===== src/rtl/ild_pkg.sv =====
// Shared widths and FSM state type for the iterative-logarithmic divider.
package ild_pkg;

  localparam int N     = 16;          // operand width
  localparam int FRAC  = 16;          // quotient fraction bits
  localparam int QW    = N + FRAC;    // quotient width (Q16.16)
  localparam int XW    = QW + N;      // core numerator width (48)
  localparam int RW    = XW + 1;      // signed residual width (49)
  localparam int XLW   = 6;           // LOD index width for the 48b numerator
  localparam int BLW   = 4;           // LOD index width for the 16b divisor
  localparam int CNT_W = 3;           // correction counter width (ITER up to 7)

  typedef enum logic [2:0] {
    IDLE = 3'd0,
    EST  = 3'd1,
    RES  = 3'd2,
    CORR = 3'd3,
    DONE = 3'd4
  } state_e;

endpackage


===== src/rtl/mitchell_div_core.sv =====
// Combinational Mitchell log-difference divider: 48b numerator / 16b divisor
// -> 32b quotient (numerator scaled so the result is Q16.16), saturating.
module mitchell_div_core
  import ild_pkg::*;
(
  input  logic [XW-1:0] num_i,
  input  logic [N-1:0]  div_i,
  output logic [QW-1:0] quo_o
);

  logic [XLW-1:0]    kx_s;
  logic [BLW-1:0]    kb_s;
  logic [XW-1:0]     xn_s;
  logic [N-1:0]      bn_s;
  logic [14:0]       fx_s;
  logic [14:0]       fb_s;
  logic signed [7:0] e_s;
  logic signed [7:0] exp_s;
  logic signed [7:0] sh_s;
  logic [7:0]        shamt_s;
  logic [16:0]       m_s;
  logic [49:0]       wide_s;

  // Leading-one detect, fraction difference, antilog shift and saturation.
  always_comb begin
    kx_s = '0;
    for (int i = 0; i < XW; i++) begin
      if (num_i[i]) kx_s = XLW'(i);
    end
    kb_s = '0;
    for (int j = 0; j < N; j++) begin
      if (div_i[j]) kb_s = BLW'(j);
    end
    // Normalise so the leading one sits at the top; the 15 bits below it are the fraction.
    xn_s = num_i << (6'd47 - kx_s);
    bn_s = div_i << (4'd15 - kb_s);
    fx_s = xn_s[46:32];
    fb_s = bn_s[14:0];
    e_s  = $signed({2'b00, kx_s}) - $signed({4'b0000, kb_s});
    if (fx_s >= fb_s) begin
      m_s   = {2'b01, fx_s - fb_s};
      exp_s = e_s;
    end else begin
      // Negative fraction difference borrows one from the exponent.
      m_s   = 17'h1_0000 + {2'b00, fx_s} - {2'b00, fb_s};
      exp_s = e_s - 8'sd1;
    end
    sh_s = exp_s - 8'sd15;
    if (!sh_s[7]) begin
      shamt_s = sh_s;
      wide_s  = {33'd0, m_s} << shamt_s;
    end else begin
      shamt_s = 8'd0 - sh_s;
      wide_s  = {33'd0, m_s} >> shamt_s;
    end
    if (num_i == {XW{1'b0}}) begin
      quo_o = {QW{1'b0}};
    end else if (|wide_s[49:32]) begin
      quo_o = {QW{1'b1}};
    end else begin
      quo_o = wide_s[31:0];
    end
  end

endmodule


===== src/rtl/ild_div_seq.sv =====
// Sequential iterative-logarithmic approximate divider, 16b/16b -> Q16.16.
// A Mitchell estimate is refined by up to ITER residual-driven corrections
// that reuse the same log core. Optional macro ILD_DIV_SAT_EN makes a zero
// divisor return 32'hFFFF_FFFF instead of 0 (div_by_zero is set either way).
module ild_div_seq
  import ild_pkg::*;
#(
  parameter int ITER = 2
) (
  input  logic          clk,
  input  logic          rst_n,
  input  logic          in_valid,
  output logic          in_ready,
  input  logic [N-1:0]  dividend,
  input  logic [N-1:0]  divisor,
  output logic          out_valid,
  input  logic          out_ready,
  output logic [QW-1:0] quotient,
  output logic          div_by_zero
);

  localparam logic [CNT_W-1:0] ITER_C = CNT_W'(ITER);
`ifdef ILD_DIV_SAT_EN
  localparam logic [QW-1:0] DBZ_QUOT = {QW{1'b1}};
`else
  localparam logic [QW-1:0] DBZ_QUOT = {QW{1'b0}};
`endif

  state_e           state_q, state_d;
  logic [N-1:0]     a_q, a_d;
  logic [N-1:0]     b_q, b_d;
  logic [QW-1:0]    q_q, q_d;
  logic [RW-1:0]    r_q, r_d;
  logic [CNT_W-1:0] cnt_q, cnt_d;
  logic [QW-1:0]    quotient_q, quotient_d;
  logic             dbz_q, dbz_d;
  logic             out_valid_q, out_valid_d;

  logic [XW-1:0]    core_num_s;
  logic [QW-1:0]    core_q_s;
  logic [XW-1:0]    r_abs_s;
  logic [XW-1:0]    prod_s;
  logic [RW-1:0]    resid_s;
  logic [QW:0]      sum_s;
  logic [QW:0]      diff_s;
  logic [QW-1:0]    clamp_s;

  // The single log core: estimate from a<<16 in EST, correction from |R| in CORR.
  assign core_num_s = (state_q == CORR) ? r_abs_s : {a_q, {FRAC{1'b0}}};

  mitchell_div_core u_core (
    .num_i (core_num_s),
    .div_i (b_q),
    .quo_o (core_q_s)
  );

  // Residual R = (a<<16) - q*b and the clamped correction step.
  always_comb begin
    prod_s  = {{N{1'b0}}, q_q} * {{QW{1'b0}}, b_q};
    resid_s = {17'd0, a_q, {FRAC{1'b0}}} - {1'b0, prod_s};
    // |R| always fits 48 bits because q*b < 2^48.
    r_abs_s = r_q[RW-1] ? (~r_q[XW-1:0] + 48'd1) : r_q[XW-1:0];
    sum_s   = {1'b0, q_q} + {1'b0, core_q_s};
    diff_s  = {1'b0, q_q} - {1'b0, core_q_s};
    if (r_q[RW-1]) begin
      clamp_s = diff_s[QW] ? {QW{1'b0}} : diff_s[QW-1:0];
    end else begin
      clamp_s = sum_s[QW] ? {QW{1'b1}} : sum_s[QW-1:0];
    end
  end

  // Next-state and datapath register updates for the divider FSM.
  always_comb begin
    state_d    = state_q;
    a_d        = a_q;
    b_d        = b_q;
    q_d        = q_q;
    r_d        = r_q;
    cnt_d      = cnt_q;
    quotient_d = quotient_q;
    dbz_d      = dbz_q;
    case (state_q)
      IDLE: begin
        if (in_valid) begin
          a_d     = dividend;
          b_d     = divisor;
          cnt_d   = {CNT_W{1'b0}};
          state_d = EST;
        end else begin
          state_d = IDLE;
        end
      end
      EST: begin
        q_d = core_q_s;
        if ((a_q == {N{1'b0}}) || (b_q == {N{1'b0}})) begin
          quotient_d = (b_q == {N{1'b0}}) ? DBZ_QUOT : {QW{1'b0}};
          dbz_d      = (b_q == {N{1'b0}});
          state_d    = DONE;
        end else begin
          state_d = RES;
        end
      end
      RES: begin
        r_d = resid_s;
        if ((resid_s == {RW{1'b0}}) || (cnt_q == ITER_C)) begin
          quotient_d = q_q;
          dbz_d      = 1'b0;
          state_d    = DONE;
        end else begin
          state_d = CORR;
        end
      end
      CORR: begin
        q_d     = clamp_s;
        cnt_d   = cnt_q + 3'd1;
        state_d = RES;
      end
      DONE: begin
        if (out_ready) begin
          state_d = IDLE;
        end else begin
          state_d = DONE;
        end
      end
      default: begin
        state_d = IDLE;
      end
    endcase
    out_valid_d = (state_d == DONE);
  end

  // State and datapath registers; async reset discards any in-flight result.
  always_ff @(posedge clk or negedge rst_n) begin
    if (!rst_n) begin
      state_q     <= IDLE;
      a_q         <= {N{1'b0}};
      b_q         <= {N{1'b0}};
      q_q         <= {QW{1'b0}};
      r_q         <= {RW{1'b0}};
      cnt_q       <= {CNT_W{1'b0}};
      quotient_q  <= {QW{1'b0}};
      dbz_q       <= 1'b0;
      out_valid_q <= 1'b0;
    end else begin
      state_q     <= state_d;
      a_q         <= a_d;
      b_q         <= b_d;
      q_q         <= q_d;
      r_q         <= r_d;
      cnt_q       <= cnt_d;
      quotient_q  <= quotient_d;
      dbz_q       <= dbz_d;
      out_valid_q <= out_valid_d;
    end
  end

  assign in_ready    = (state_q == IDLE);
  assign out_valid   = out_valid_q;
  assign quotient    = quotient_q;
  assign div_by_zero = dbz_q;

endmodule


===== config.mk =====
export PLATFORM = sky130hd
export DESIGN_NAME = ild_div_seq
export DESIGN_NICKNAME = d
export VERILOG_FILES = /design/src/rtl/ild_pkg.sv /design/src/rtl/mitchell_div_core.sv /design/src/rtl/ild_div_seq.sv
export SDC_FILE = /design/constraint.sdc
export NUM_CORES = 2
export LEC_CHECK = 0
export CORE_ASPECT_RATIO = 0.8
export CORE_MARGIN = 2
export CORE_UTILIZATION = 25
export DETAILED_ROUTE_END_ITERATION = 8
export PLACE_DENSITY_LB_ADDON = 0.12
export SLEW_MARGIN = 20
export SYNTH_ARGS = -nofsm -noshare
export SYNTH_HDL_FRONTEND = slang
export SYNTH_SLANG_ARGS = --single-unit

===== constraint.sdc =====
create_clock -name clk -period 16.8 [get_ports clk]
set_clock_uncertainty 0.2 [all_clocks]
set_input_delay 3.36 -clock clk [delete_from_list [all_inputs] [get_ports clk]]
set_output_delay 3.36 -clock clk [all_outputs]
set_load 0.01 [all_outputs]

==> impl_metrics.tcl <==
set metrics [dict create \
    yosysWarnings 0 \
    cp-start-kind "flop" \
    worstMarginPinSlew_ns 1.15 \
    r2r_slack_ns 0.86 \
    ys_types 107 \
    r2r_start "r_q[0]" \
    synth_adder_area_share_pct 31.7 \
    final_common_cell "nand2_1" \
    timing.rr.end "q_q[7]" \
    hold_class "reg2reg" \
    path_class "reg2reg" \
    h-tree-depth 4 \
    area_delta_synth_final_pct 10.2 \
    clock_path_buffers 2 \
    final_cell_mix "nand2_1, inv_1, fa_1" \
    wl_um 157000 \
    nNetsFinal 5329 \
    ys_ff_latch 153 \
    track_usage_pct 20.5 \
    drtAntennaViolNets 0 \
    grt_pass1_wl_um 235000 \
    drc 0 \
    whs_endpoint "cnt_q[0]" \
    cts_made_buffers 17 \
    relSlewSlack_pct 23.4 \
    wl_per_cell_um 23.7 \
    drive_above_1_share_pct 7.41 \
    hold_start "cnt_q[0]" \
    synthSimpleGateAreaFrac_pct 22.0 \
    worst-r2r-cell-count 54 \
    rsz0062_at_grt "no" \
    clock.fmax_mhz 62.7 \
    slowest_stage "or4_1" \
    status "completed" \
    synth_edf_count 0 \
    antenna_found_initial 8 \
    vias 34400 \
    synth-seq-area-share_pct 10.2 \
    synth_xor_area_share_pct 3.16 \
    worst-path-buf-inv 5 \
    portBuffers 70 \
    maxSlewViolCount 0 \
    grt_overflow 0 \
    core_area_um2 148000 \
    cts_tree "done" \
    critical_path_arrival_ns 16.12 \
    die-area_um2 153000 \
    post-route-period-util_pct 94.9 \
    ys.flop_type "dfrtp_1" \
    clk_transition_reported_paths_ns 0.08 \
    critPathTopFamily "compound AO/OA/AOI/OAI gates" \
    dp_hpwl_um 120000 \
    insertion_delay_ns 0.53 \
    synthCells 4696 \
    syn_nets 5410 \
    syn_avg_cell_area_um2 7.96 \
    place_congestion 0.908 \
    drt_iter0_markers 2940 \
    synth_compound_area_share_pct 17.5 \
    fp.dieH_um 350 \
    synth_top_family_by_area "adder cells" \
    cap_violations 0 \
    cpPeakStageDelay_ns 0.71 \
    cp.required_ns 16.98 \
    root_buffer "clkbuf_16" \
    start_util_pct 25.2 \
    grt_max_degree 86 \
    netlist_area_um2 37400 \
    async_flop_share_pct 100 \
    cts_sinks 153 \
    worst-path-max-fanout 41 \
    grt_pass1_vias 34200 \
    end_kind "flop" \
    first_pass_iters 6 \
    pin_count 71 \
    tns_ns 0 \
    min_path_cells 1 \
    fin_crit_ns 15.94 \
    hold_viol 0 \
    synthMuxAreaShare_pct 6.70 \
    die_x_um 436 \
    routed_via_density 5.20 \
    setup_viol 0 \
    rows 126 \
]
==> registers in the layout, summed over array words and instances, names as in the netlist <==
name         flops
q_q             32
cnt_q            3
state_q          3
a_q             16
b_q             16
div_by_zero      1
out_valid        1
r_q             49
quotient        32
==> routing by layer <==
metal,track usage [%],part of all wire (%)
met5,0,0
met4,3.52,1.4
met3,1.99,5.2
met2,30.6,43
met1,31.8,51
==> worst max-delay path by stage <==
stage / startpoint / endpoint / slack, ns / cells past startpoint
3_3_place_gp: r_q[6] / q_q[7] / 0.66 / 54
2_1_floorplan: r_q[6] / q_q[20] / 1.41 / 60
5_1_grt: r_q[6] / q_q[29] / 0.02 / 56
4_1_cts: r_q[0] / q_q[7] / 0.51 / 57
3_5_place_dp: r_q[0] / q_q[7] / 0.63 / 57
6_report: r_q[0] / q_q[7] / 0.86 / 54
==> layout make-up <==
class                           count  area (um^2)
Fill cell                       16100       107000
Multi-Input combinational cell   3699        30400
Sequential cell                   153         3840
Tap cell                         1984         2480
Inverter                          535         2010
Timing Repair Buffer              209         1800
Clock buffer                       19          453
Clock inverter                     13          135
Antenna cell                        3         7.51
==> timing repair <==
action / CTS / global route
hold buffers: 0 / 0
buffers inserted: 0 / 0
endpoints found under the setup margin: 0 / 32
resized for setup: 0 / 7
==> per-stage QoR <==
step | hold WS [ns] | setup WS (ns) | util [%] | area, um^2 | instances
after global routing | 0.368 | 0.0250 | 27.8 | 41200 | 6612
after CTS | 0.336 | 0.508 | 27.8 | 41100 | 6612
after floorplan | 0.264 | 1.41 | - | 37400 | 4696
final | 0.328 | 0.863 | 27.8 | 41200 | 6615
after detailed placement | 0.315 | 0.631 | 27.4 | 40500 | 6580
after global placement | 0.326 | 0.662 | 27.4 | 40500 | 6580
==> Yosys cell counts (27+ instances only) <==
master,n,area [um^2]
a211oi_1,34,255
a21o_1,61,458
a21oi_1,222,1110
a31oi_1,63,394
and2_1,350,2190
and3_1,51,319
clkbuf_1,274,1030
dfrtp_1,153,3830
fa_1,449,8990
ha_1,229,2870
inv_1,527,1980
mux2_2,65,732
mux2i_1,171,1710
nand2_1,555,2080
nand2b_1,30,188
nand3_1,126,631
nand4_1,28,175
nor2_1,297,1110
nor3_1,64,320
nor4_1,34,213
o211ai_1,62,465
o21a_1,27,203
o21ai_0,206,1030
o21bai_1,34,255
o31ai_1,31,233
or3_1,31,194
xnor2_1,72,631
xor2_1,61,534
==> logic make-up after synthesis <==
family | count (synthesis)
and+or+nand+nor | 1673
adders and majority gates | 679
xor gates and xnor gates | 134
buffers and inverters | 844
DFF | 153
AOI/OAI and AO/OA | 974
muxes | 239
Power is left out: the tool's default activity adds up to more than one toggle a clock period on the data nets, which glitch-free logic cannot reach.
